--- src/rtl/wb_ctl_pkg.sv ---
// Shared definitions for the writeback-control pipeline: opcodes, writeback
// select encodings, the per-stage record and source-register usage helpers.
package wb_ctl_pkg;

  localparam logic [6:0] OP_LUI    = 7'b0110111;
  localparam logic [6:0] OP_AUIPC  = 7'b0010111;
  localparam logic [6:0] OP_IMM    = 7'b0010011;
  localparam logic [6:0] OP_OP     = 7'b0110011;
  localparam logic [6:0] OP_JAL    = 7'b1101111;
  localparam logic [6:0] OP_JALR   = 7'b1100111;
  localparam logic [6:0] OP_LOAD   = 7'b0000011;
  localparam logic [6:0] OP_STORE  = 7'b0100011;
  localparam logic [6:0] OP_BRANCH = 7'b1100011;

  localparam logic [1:0] WB_MEM = 2'b00;
  localparam logic [1:0] WB_ALU = 2'b01;
  localparam logic [1:0] WB_PC4 = 2'b10;

  typedef struct packed {
    logic        valid;
    logic [1:0]  sel;
    logic        wen;
    logic        is_load;
    logic [4:0]  rd;
    logic [31:0] instr;
  } stage_t;

  localparam stage_t STAGE_EMPTY = '0;

  function automatic logic uses_rs1(input logic [6:0] op);
    return !(op == OP_LUI || op == OP_AUIPC || op == OP_JAL);
  endfunction

  function automatic logic uses_rs2(input logic [6:0] op);
    return (op == OP_OP || op == OP_STORE || op == OP_BRANCH);
  endfunction

  // A killed record keeps its payload for trace but can never write back.
  function automatic stage_t kill_stage(input stage_t s);
    stage_t k;
    k       = s;
    k.valid = 1'b0;
    k.wen   = 1'b0;
    return k;
  endfunction

endpackage

--- src/rtl/wb_ctl_dec.sv ---
// Combinational writeback-control decoder: instruction to select, write
// enable, load flag, destination and source-register usage.
module wb_ctl_dec
  import wb_ctl_pkg::*;
(
  input  logic [31:0] instr,
  output logic [1:0]  sel,
  output logic        wen,
  output logic        is_load,
  output logic [4:0]  rd,
  output logic        use_rs1,
  output logic        use_rs2
);

  always_comb begin
    sel     = WB_MEM;
    wen     = 1'b0;
    is_load = 1'b0;
    rd      = instr[11:7];
    use_rs1 = uses_rs1(instr[6:0]);
    use_rs2 = uses_rs2(instr[6:0]);
    case (instr[6:0])
      OP_LUI, OP_AUIPC, OP_IMM, OP_OP: begin
        sel = WB_ALU;
        wen = 1'b1;
      end
      OP_JAL, OP_JALR: begin
        sel = WB_PC4;
        wen = 1'b1;
      end
      OP_LOAD: begin
        wen     = 1'b1;
        is_load = 1'b1;
      end
      default: ;
    endcase
    // x0 is hardwired, so never request a write to it
    if (rd == 5'd0) wen = 1'b0;
  end

endmodule

--- src/rtl/wb_ctl_pipe.sv ---
// Writeback-control pipeline: carries decoded control from acceptance to the
// writeback port with stall, partial flush, load-use interlock and RAW hits.
module wb_ctl_pipe
  import wb_ctl_pkg::*;
#(
  parameter int STAGES       = 3,
  parameter int FLUSH_STAGES = 1
) (
  input  logic              clk,
  input  logic              rst,
  input  logic [31:0]       instr_in,
  input  logic              in_valid,
  output logic              in_ready,
  input  logic              stall,
  input  logic              flush,
  output logic              load_use,
  output logic [STAGES-1:0] rs1_hit,
  output logic [STAGES-1:0] rs2_hit,
  output logic              wb_valid,
  output logic [1:0]        wb_sel,
  output logic              reg_wen,
  output logic [4:0]        wb_rd,
  output logic [31:0]       wb_instr
);

  stage_t stage_q [STAGES];
  stage_t stage_d [STAGES];
  stage_t dec_rec;

  logic [1:0] dec_sel;
  logic       dec_wen;
  logic       dec_is_load;
  logic [4:0] dec_rd;
  logic       dec_use_rs1;
  logic       dec_use_rs2;
  logic [4:0] rs1;
  logic [4:0] rs2;
  logic       accept;

  wb_ctl_dec u_dec (
    .instr   (instr_in),
    .sel     (dec_sel),
    .wen     (dec_wen),
    .is_load (dec_is_load),
    .rd      (dec_rd),
    .use_rs1 (dec_use_rs1),
    .use_rs2 (dec_use_rs2)
  );

  assign rs1 = instr_in[19:15];
  assign rs2 = instr_in[24:20];

  always_comb begin
    dec_rec         = STAGE_EMPTY;
    dec_rec.valid   = 1'b1;
    dec_rec.sel     = dec_sel;
    dec_rec.wen     = dec_wen;
    dec_rec.is_load = dec_is_load;
    dec_rec.rd      = dec_rd;
    dec_rec.instr   = instr_in;
  end

  // Load data is not ready until the load leaves stage 0, so a dependent
  // instruction must wait one cycle behind a bubble.
  assign load_use = in_valid & stage_q[0].valid & stage_q[0].is_load &
                    (stage_q[0].rd != 5'd0) &
                    ((dec_use_rs1 & (stage_q[0].rd == rs1)) |
                     (dec_use_rs2 & (stage_q[0].rd == rs2)));

  assign in_ready = !stall & !flush & !load_use;
  assign accept   = in_valid & in_ready;

  for (genvar gi = 0; gi < STAGES; gi++) begin : g_stage
    localparam bit KILL_HERE = (gi < FLUSH_STAGES);
    localparam bit KILL_PREV = (gi <= FLUSH_STAGES);
    stage_t held;
    stage_t src;

    assign held = (flush && KILL_HERE) ? kill_stage(stage_q[gi]) : stage_q[gi];

    if (gi == 0) begin : g_head
      assign src = accept ? dec_rec : STAGE_EMPTY;
    end else begin : g_body
      // A record killed by flush still moves forward, but dead
      assign src = (flush && KILL_PREV) ? kill_stage(stage_q[gi-1]) : stage_q[gi-1];
    end

    assign stage_d[gi] = stall ? held : src;

    assign rs1_hit[gi] = stage_q[gi].valid & stage_q[gi].wen & dec_use_rs1 &
                         (stage_q[gi].rd != 5'd0) & (stage_q[gi].rd == rs1);
    assign rs2_hit[gi] = stage_q[gi].valid & stage_q[gi].wen & dec_use_rs2 &
                         (stage_q[gi].rd != 5'd0) & (stage_q[gi].rd == rs2);
  end

  always_ff @(posedge clk) begin
    for (int i = 0; i < STAGES; i++) begin
      if (rst) stage_q[i] <= STAGE_EMPTY;
      else     stage_q[i] <= stage_d[i];
    end
  end

  assign wb_valid = stage_q[STAGES-1].valid;
  assign reg_wen  = stage_q[STAGES-1].valid & stage_q[STAGES-1].wen;
  assign wb_sel   = stage_q[STAGES-1].sel;
  assign wb_rd    = stage_q[STAGES-1].rd;
  assign wb_instr = stage_q[STAGES-1].instr;

endmodule

--- config.mk ---
export PLATFORM = sky130hd
export DESIGN_NAME = wb_ctl_pipe
export DESIGN_NICKNAME = d
export VERILOG_FILES = /design/src/rtl/wb_ctl_pkg.sv /design/src/rtl/wb_ctl_dec.sv /design/src/rtl/wb_ctl_pipe.sv
export SDC_FILE = /design/constraint.sdc
export NUM_CORES = 1
export LEC_CHECK = 0
export ABC_AREA = 1
export BUFFER_PORTS_ARGS = -buffer_cell sky130_fd_sc_hd__clkbuf_2
export CAP_MARGIN = 20
export CELL_PAD_IN_SITES_DETAIL_PLACEMENT = 1
export CELL_PAD_IN_SITES_GLOBAL_PLACEMENT = 2
export CORE_UTILIZATION = 32
export DETAILED_ROUTE_END_ITERATION = 16
export GPL_ROUTABILITY_DRIVEN = 0
export GPL_TIMING_DRIVEN = 0
export PLACE_DENSITY_LB_ADDON = 0.1
export REMOVE_ABC_BUFFERS = 1
export SYNTH_ARGS = -nofsm -noshare
export SYNTH_HDL_FRONTEND = slang
export SYNTH_HIERARCHICAL = 1
export SYNTH_SLANG_ARGS = --single-unit
--- constraint.sdc ---
create_clock -name clk -period 4.5 [get_ports clk]
set_input_delay 0.45 -clock clk [delete_from_list [all_inputs] [get_ports clk]]
set_output_delay 0.45 -clock clk [all_outputs]
set_load 0.005 [all_outputs]
==> run metrics, run 1 <==
Post-DRT Antenna Nets 0; area taken by multi-input logic gates 2250 um2; WL final 14.2 mm; initial antenna violation count 0; CP Capture Type output port; Initial Utilization 32.6%; total grt overflow 0; Die ar. 17400 um2; unrepaired setup endpoints after global routing false; PD cells 439 nW/um2; detailed router's first-iteration violation count 130; post-synthesis mux area share 0%; area post-placement 5640 um2; post-synthesis cell type count 27; Seq/Total Area, Yosys about 46%; IO Port Bufs 85; Final min period 2.94 ns; commonest non-fill, non-tap cell in the layout nor2_1; Mapped Area 5390 um2; Die W 132 um; vias in the first global route 4535; via/cell ratio roughly 4.8; Post-Synth Adder-Cell Area 0%; Num CTS Buffers 17; most frequent cells in the layout 175 x nor2_1, 124 x dfxtp_1, 84 x o21ai_0, 84 x clkbuf_2, 79 x nand2_1; Fillers 2040; io pins 86; TritonCTS clock tree done; H-tree level count 4; core region area between 15000 and 20000 um2; CP Max Fanout 43; register area 2480 um2; fraction of layout cells with a size suffix above 1 16.5%; Peak VDD IR 0.243 mV; hold buffers post-CTS 0; Post-Route Setup TNS 0 ns; vias 4656; gr usage total ~17%; floorplan row count 47; largest family of logic cells by synthesized area simple AND/OR/NAND/NOR gates; Avg Cell Area, Syn 7.43 um2; WP data arrival 2.49 ns; largest net degree at the start of global routing 73; DR pass1 iterations 4; Final period util 65.4%; Biggest register stage_q; xor/xnor share of the synthesized area 2.93%; Post-Synth Simple-Gate Area 25.9%; clock tree buffer depth 2; MaxCap Viol Count 0; Pleak 2.63 nW; Max Fclk between 0.3 and 0.4 GHz; # setup viols final 0; Ant. Diodes 0; Final nets between 700 and 800; global-route wire length before repair 23.1 mm; Clock transition at path regs roughly 0.05 ns; complex-gate fraction of the synthesized area 12.8%; Die Y 132 um; WHS between 0.2 and 0.3 ns; Post-route DRC 0; clock latency on the worst-skew pair 0.41 ns; Setup Buffers After CTS 0; pins over their slew limit 0; WS Path Type primary input to output port; path category of the worst min-delay check primary input to flip-flop; area growth from synthesis to layout 15.2%; Seq cells post-synth 124; crit start category primary input; Slew HR 28.6%; cells after synthesis around 730; Yosys warnings 6; Clock Sinks 124; fin util 37.5%; worst path required time 4.05 ns; worst slew pin tran 1.07 ns; Clock Root Buffer clkbuf_16; post-CTS sizing 0; biggest regs stage_q: 124 flops; endpoints failing hold 0; outcome finished clean; post-route cell area 6200 um2; number of flip-flops in the largest register 124; Worst Clk Skew 0.00766 ns; routed length per instance 14.5 um; detailed placement HPWL 8.86 mm
[where the power goes]
group | leakage (nW) | total, mW | switching (mW) | internal (mW)
sequential | 1.02 | 1.18 | 0.0303 | 1.15
combinational | 1.34 | 0.234 | 0.146 | 0.0882
clock | 0.277 | 1.31 | 0.475 | 0.836
total | 2.63 | 2.72 | 0.651 | 2.07
[worst paths after layout]
check / from / end / slack, ns / cells after the start
worst min register to register: stage_q[0][40] / stage_q[0][40] / 0.46 / 2
worst min-delay path: instr_in[30] / stage_q[0][30] / 0.30 / 3
worst max-delay path: instr_in[1] / in_ready / 1.56 / 13
worst max register to register: stage_q[0][32] / stage_q[0][33] / 2.75 / 9
[final cells by class]
type / count / area share [%]
Tap cell: 220 / 4.44
Clock buffer: 23 / 7.54
Sequential cell: 124 / 40.0
Clock inverter: 8 / 1.49
Timing Repair Buffer: 89 / 8.55
Inverter: 27 / 1.69
Multi-Input combinational cell: 482 / 36.3
[metal layers]
layer | wire [um] | track usage, % | part of all wire (%)
met1 | 7050 | 21.8 | 50
met2 | 6580 | 27.8 | 46
met3 | 345 | 3.27 | 2.4
met4 | 181 | 6.59 | 1.3
met5 | 0 | 0 | 0
[synthesized netlist by cell type]
cell type    n  area [um2]
nor4_1       2        12.5
a211oi_1     1        7.51
dfxtp_1    124        2480
xnor2_1     12         105
nand4_1     46         288
buf_6        4        45.0
xor2_1       6        52.6
buf_4       44         330
clkinv_1     1        3.75
a21oi_1     51         255
nand3_2      1        10.0
o21ai_0     84         420
buf_1        1        3.75
nor3_1       5        25.0
buf_2       14        70.1
nand3_1     13        65.1
nor3b_1      1        7.51
clkbuf_1    29         109
nor2_1     175         657
inv_2        2        7.51
nor2b_1      1        6.26
nand2_1     79         297
inv_1       24        90.1
nand2_2      1        6.26
nor2_2       2        12.5
o211ai_1     1        7.51
nand2_4      1        11.3
[logic make-up (layout without fill, tap and decap cells)]
kind of cell	Yosys count	count (layout)
AOI/OAI and AO/OA	137	137
xor gates and xnor gates	18	18
buffers and inverters	119	147
DFF	124	124
and+or+nand+nor	327	327
[through the flow]
stage | setup slack (ns) | power, mW | instances
after floorplan | 2.35 | 1.31 | 633
after global placement | 0.213 | 1.43 | 938
after detailed placement | 1.52 | 1.44 | 942
after CTS | 1.52 | 2.77 | 973
after global routing | 1.33 | 2.86 | 973
final | 1.56 | 2.72 | 973
[critical path, cell delays in order]
cell and delay, ns:
clkbuf_2 0.09, nand2_1 0.09, inv_1 0.11, nand2_1 0.09, a211oi_1 0.48, nand2_1 0.12
nor2_1 0.17, nand3_2 0.11, nand2_2 0.09, nand2_4 0.30, inv_1 0.18, nor3_1 0.06
clkbuf_2 0.14
Power figures use the tool's default switching activity.
==> run 2: changes to the inputs <==
--- a/config.mk
+++ b/config.mk
@@ -10,7 +10,7 @@
 export CAP_MARGIN = 20
 export CELL_PAD_IN_SITES_DETAIL_PLACEMENT = 1
 export CELL_PAD_IN_SITES_GLOBAL_PLACEMENT = 2
-export CORE_UTILIZATION = 32
+export CORE_UTILIZATION = 29
 export DETAILED_ROUTE_END_ITERATION = 16
 export GPL_ROUTABILITY_DRIVEN = 0
 export GPL_TIMING_DRIVEN = 0
==> constraint.sdc (replaced) <==
create_clock -name clk -period 2.4 [get_ports clk]
set_input_delay 0.24 -clock clk [delete_from_list [all_inputs] [get_ports clk]]
set_output_delay 0.24 -clock clk [all_outputs]
set_load 0.005 [all_outputs]
==> run 2 against run 1 <==
  * The flow now finishes with violations (DRC)
  * Critical path depth down 3
  * Largest cell class unchanged
  * Combinational power up 91%
  * Largest power group unchanged
  * Sequential share of layout area down 0.28 points
  * Power up 88%
  * Highest routed layer unchanged
  * Register-to-register slack worse by 2.0 ns
  * Die area up 10%
==> run metrics, run 2 (synthesized netlist as in run 1, its figures left out) <==
Pleak 2.63 nW (about the same); biggest regs stage_q: 124 flops; WHS 0.0942 ns (-0.204 ns); IO Port Bufs 85 (unchanged); WS Path Type flip-flop to output port; WHS Endpoint stage_q[0][30]; crit path from stage_q[0][32]; clock tree buffer depth 2 (unchanged); Clock Root Buffer clkbuf_16; outcome finished with violations; unrepaired setup endpoints after global routing false; worst slew pin tran 1.04 ns (-0.0258 ns); power share of the clock group 48.1% (about the same); vias in the first global route 4616 (+1.8%); Max stage delay on crit path 0.47 ns (about the same); Final min period 2.20 ns; Final nets 780 (+0.26%); floorplan row count 49 (+4.3%); Worst R2R End stage_q[0][15]; worst reg-to-reg setup slack 0.72 ns (-2.03 ns); hold buffers post-CTS 0 (unchanged); Cells after DPL 951 (+0.96%); core region area 18100 um2 (+9.4%); CP Max Fanout 22 (-49%); routed length per instance 15.2 um (+4.8%); WHS Path Cells 3 (unchanged); area growth from synthesis to layout 16.0%; MaxCap Viol Count 0 (unchanged); most frequent cells in the layout 175 x nor2_1, 124 x dfxtp_1, 84 x o21ai_0, 84 x clkbuf_2, 79 x nand2_1; hold_sp instr_in[30]; global-route wire length before repair 24.1 mm (+4.1%); Post-route DRC 6 (+6); most used cell, CP nand2_1; FF-to-FF path depth 9 (unchanged); Post-Route Setup TNS 0 ns (unchanged); vias 4704 (+1.0%); Int Power 3.88 mW (+87%); Crit-path slowest cell dfxtp_1; WL final 15.0 mm (+5.7%); worst path required time 2.16 ns (-1.89 ns); clock latency on the worst-skew pair 0.41 ns (about the same); initial antenna violation count 0 (unchanged); PD cells 819 nW/um2 (+87%); Max Fclk 0.455 GHz; H-tree level count 4 (unchanged); Peak VDD IR 0.470 mV (+93%); Final WS setup 0.204 ns (-1.35 ns); Sequential Power Share 43.2% (about the same); WP data arrival 1.96 ns (-0.53 ns); failing checks DRC; via/cell ratio 4.79 (+0.10%); TritonCTS clock tree done; Psw 1.24 mW (+91%); detailed router's first-iteration violation count 208 (+60%); total power 5.12 mW (+88%); io pins 86 (unchanged); detailed placement HPWL 9.16 mm (+3.4%); # setup viols final 0 (unchanged); WP buf/inv 3 (-1); Worst Clk Skew 0.00629 ns (-0.00137 ns); CP Capture Type output port; combinational power share 8.7% (about the same); Initial Utilization 29.8% (-2.8 points); DR pass1 iterations 10 (+6); Die ar. 19100 um2 (+10%); gr usage total 16.0% (-0.93 points); number of flip-flops in the largest register 124 (unchanged); Slew HR 30.3% (+1.7 points); Num CTS Buffers 17 (unchanged); path category of the worst min-delay check primary input to flip-flop; commonest non-fill, non-tap cell in the layout nor2_1; Crit Reg-Reg Startpoint stage_q[0][32]; Stages on worst setup path 10 (-3); Post-DRT Antenna Nets 0 (unchanged); Die W 138 um (+5.0%); Final period util 91.5%; pre-CTS setup slack -0.197 ns (-1.72 ns); fin cells 982 (+0.92%); total grt overflow 0 (unchanged); endpoints failing hold 0 (unchanged); pins over their slew limit 0 (unchanged); crit start category flip-flop; largest net degree at the start of global routing 74 (+1.4%); Die Y 138 um (+5.0%); Clock Sinks 124 (unchanged); switching power share of the total 24.3% (+0.36 points); Ant. Diodes 0 (unchanged); Top delay family on crit path simple AND/OR/NAND/NOR gates; Biggest register stage_q; worst-path cell chain inv_2 > nand2_1 > nand2_1 > nor2_1 > nand3_1 > nand2_4 > nand2_8 > inv_1 > nor3_1 > clkbuf_2; Clock transition at path regs 0.05 ns (about the same); fraction of layout cells with a size suffix above 1 17.0% (+0.53 points)
run 2: cell count changes in the layout (fill, tap and decap cells not counted), sizes merged:
cell      previous run  this run
clkbuf             108       106
buf                  4         5
clkinvlp             1         2
nand2               81        82
clkinv               6         5
run 2: worst max path at each step:
stage	endpoint	slack [ns]
CTS	in_ready	0.07
detailed placement	stage_q[1][33]	-0.20
finish	in_ready	0.20
global route	in_ready	0.004
floorplan	in_ready	0.67
global placement	stage_q[2][18]	-1.77
run 2: timing repair:
action                                  in CTS  in global routing
resized for setup                            2                  2
setup buffers                                0                  0
gates cloned                                 0                  1
pin swaps                                    0                  1
endpoints found under the setup margin       2                  2
run 2: metal layers:
metal / global-route usage [%] / up-vias / wire [um]
met5: 0 / - / 0
met4: 5.62 / 0 / 199
met3: 4.02 / 15 / 454
met2: 26.1 / 68 / 6980
met1: 20.4 / 2252 / 7330
li1: - / 2369 / -
run 2: layout make-up:
class | instances | area (um2)
timing repair buffer | 90 | 536
multi-input combinational | 483 | 2280
sequential | 124 | 2480
clock inverter | 8 | 95.1
fill | 2255 | 11800
clock buffer | 21 | 460
tap | 229 | 287
inverter | 27 | 105
run 2: worst min-delay path, cell delays in order:
cell and delay, ns:
clkbuf_2 0.08, nand4_1 0.08, a21oi_1 0.06
run 2: stage by stage:
stage               instance area, um2  util, %
floorplan                         4830        -
global placement                  5540     30.6
detailed placement                5640     31.2
CTS                               6210     34.3
global route                      6250     34.5
finish                            6250     34.5
run 2: power groups by stage:
stage	Clock (mW)	Combinational [mW]	Sequential, mW
2_1_floorplan	0	0.215	2.25
3_3_place_gp	0	0.432	2.25
3_5_place_dp	0	0.449	2.26
4_1_cts	2.55	0.453	2.21
5_1_grt	2.64	0.507	2.22
6_report	2.46	0.446	2.21
==> run 3: changes to the inputs <==
--- a/config.mk
+++ b/config.mk
@@ -10,6 +10,7 @@
 export CAP_MARGIN = 20
 export CELL_PAD_IN_SITES_DETAIL_PLACEMENT = 1
 export CELL_PAD_IN_SITES_GLOBAL_PLACEMENT = 2
+export CORE_MARGIN = 4
 export CORE_UTILIZATION = 29
 export DETAILED_ROUTE_END_ITERATION = 16
 export GPL_ROUTABILITY_DRIVEN = 0
==> run 3 against run 2 <==
  * The flow now finishes without violations
  * Clock skew rose by 0.0019 ns
  * Sequential power about the same
  * Core utilization is 1.0 points higher
  * Cell count grew 0.31%
  * Sequential share of layout area decreased by 1.3 points
  * Power rose by 14%
  * Non-clock buffer count unchanged
  * Worst setup slack better by 0.0014 ns
  * Global-route usage is 0.79 points lower
  * Register-to-register slack is essentially flat
  * Clock power up 28%
  * Highest routed layer unchanged
==> run metrics, run 3 (synthesized netlist as in run 1, its figures left out) <==
most used cell, CP nand2_1; vias in the first global route 4811 (+4.2%); crit start category flip-flop; Pleak 2.73 nW (+3.7%); Clock Root Buffer clkbuf_16; routed length per instance 15.6 um (+2.3%); total grt overflow 0 (unchanged); Die Y 144 um (+4.3%); IO Port Bufs 85 (unchanged); io pins 86 (unchanged); area post-placement 5660 um2 (+0.27%); endpoints failing hold 0 (unchanged); area growth from synthesis to layout 19.8%; largest net degree at the start of global routing 72 (-2.7%); Setup Buffers After CTS 0 (unchanged); Biggest register stage_q; # setup viols final 0 (unchanged); total power 5.82 mW (+14%); Post-Route Setup TNS 0 ns (unchanged); Final nets 780 (unchanged); clock latency on the worst-skew pair 0.41 ns (about the same); Ant. Diodes 0 (unchanged); detailed router's first-iteration violation count 165 (-21%); WP buf/inv 3 (unchanged); commonest non-fill, non-tap cell in the layout nor2_1; WP data arrival 1.95 ns (about the same); Peak VDD IR 0.433 mV (-7.9%); DR pass1 iterations 4 (-6); detailed placement HPWL 9.42 mm (+2.9%); unrepaired setup endpoints after global routing false; clock tree buffer depth 2 (unchanged); most frequent cells in the layout 175 x nor2_1, 124 x dfxtp_1, 84 x o21ai_0, 83 x clkbuf_2, 79 x nand2_1; WS Path Type flip-flop to output port; MaxCap Viol Count 0 (unchanged); Top delay family on crit path simple AND/OR/NAND/NOR gates; global-route wire length before repair 25.1 mm (+4.1%); post-route cell area 6450 um2 (+3.3%); Slew HR 35.6% (+5.2 points); gr usage total 15.2% (-0.79 points); path category of the worst min-delay check primary input to flip-flop; worst reg-to-reg setup slack 0.72 ns (about the same); Worst R2R End stage_q[0][4]; Die W 144 um (+4.3%); H-tree level count 4 (unchanged); Post-route DRC 0 (-6); Final min period 2.19 ns (-0.00136 ns); core region area 18100 um2 (+0.34%); floorplan row count 49 (unchanged); worst slew pin tran 0.966 ns (-0.0785 ns); Num CTS Buffers 17 (unchanged); worst-path cell chain inv_2 > nand2_1 > nand2_1 > nor2_1 > nand3_2 > nand2_2 > nand2_8 > inv_1 > nor3_1 > clkbuf_2; number of flip-flops in the largest register 124 (unchanged); WL final 15.3 mm (+2.6%); worst path required time 2.16 ns (about the same); Crit Reg-Reg Startpoint stage_q[0][32]; CP Max Fanout 22 (unchanged); Final WS setup 0.205 ns (+0.00136 ns); Post-DRT Antenna Nets 0 (unchanged); Crit-path slowest cell dfxtp_1; Initial Utilization 29.7% (-0.10 points); fraction of layout cells with a size suffix above 1 17.6% (+0.59 points); TritonCTS clock tree done; Clock transition at path regs 0.06 ns (about the same); hold buffers post-CTS 0 (unchanged); PD cells 902 nW/um2 (+10%); CP Capture Type output port; Die ar. 20800 um2 (+8.9%); fin util 35.6% (+1.0 points); FF-to-FF path depth 9 (unchanged); via/cell ratio 4.75 (-0.79%); pins over their slew limit 0 (unchanged); crit path from stage_q[0][32]; Clock Sinks 124 (unchanged); Max Fclk 0.456 GHz (about the same); vias 4681 (-0.49%); outcome finished clean; Final period util 91.4% (about the same); worst setup path endpoint in_ready; pre-CTS setup slack -0.194 ns (+0.00209 ns); biggest regs stage_q: 124 flops; Stages on worst setup path 10 (unchanged); Max stage delay on crit path 0.46 ns (about the same); initial antenna violation count 0 (unchanged); Worst Clk Skew 0.00815 ns (+0.00186 ns)
run 3: metrics by stage:
step                      std cells  hold slack (ns)
after global routing            985           0.0997
after global placement          947            0.448
final                           985           0.0983
after detailed placement        951            0.455
after CTS                       983           0.0798
after floorplan                 633            0.309
run 3: repair_timing:
action | 4_1_cts | 5_1_grt
resized for setup | 2 | 3
pin swaps | 0 | 1
cloned | 0 | 1
endpoints found under the setup margin | 2 | 1
run 3: tightest hold or removal path: stages:
cell and delay (ns):
clkbuf_2 0.08, nand4_1 0.08, a21oi_1 0.06
run 3: cell type report:
type	instances	area, um2
clock buffers	23	508
clock inverters	9	228
well taps	229	287
fillers	2195	11700
repair buffers	90	558
inverters	27	105
multi-input cells	483	2290
flip-flops and latches	124	2480
run 3: layer usage:
| metal | wire length [um] | up-vias | track usage [%] |
|---|---|---|---|
| li1 | - | 2376 | - |
| met1 | 7690 | 2201 | 20.3 |
| met2 | 6860 | 81 | 24.2 |
| met3 | 517 | 23 | 3.14 |
| met4 | 282 | 0 | 5.74 |
| met5 | 0 | - | 0 |
run 3: how the worst min path moves through the flow:
stage                   start        endpoint  depth (start not counted)
2_1_floorplan             rst   stage_q[0][0]                          1
3_3_place_gp   stage_q[0][40]  stage_q[0][40]                          2
3_5_place_dp   stage_q[0][20]  stage_q[0][20]                          2
4_1_cts          instr_in[30]  stage_q[0][30]                          3
5_1_grt          instr_in[30]  stage_q[0][30]                          3
6_report         instr_in[13]  stage_q[0][13]                          3
run 3: where the power goes:
part / internal, mW / switching [mW]
combinational: 0.170 / 0.282
clock: 2.23 / 0.933
sequential: 2.15 / 0.0574
total: 4.55 / 1.27
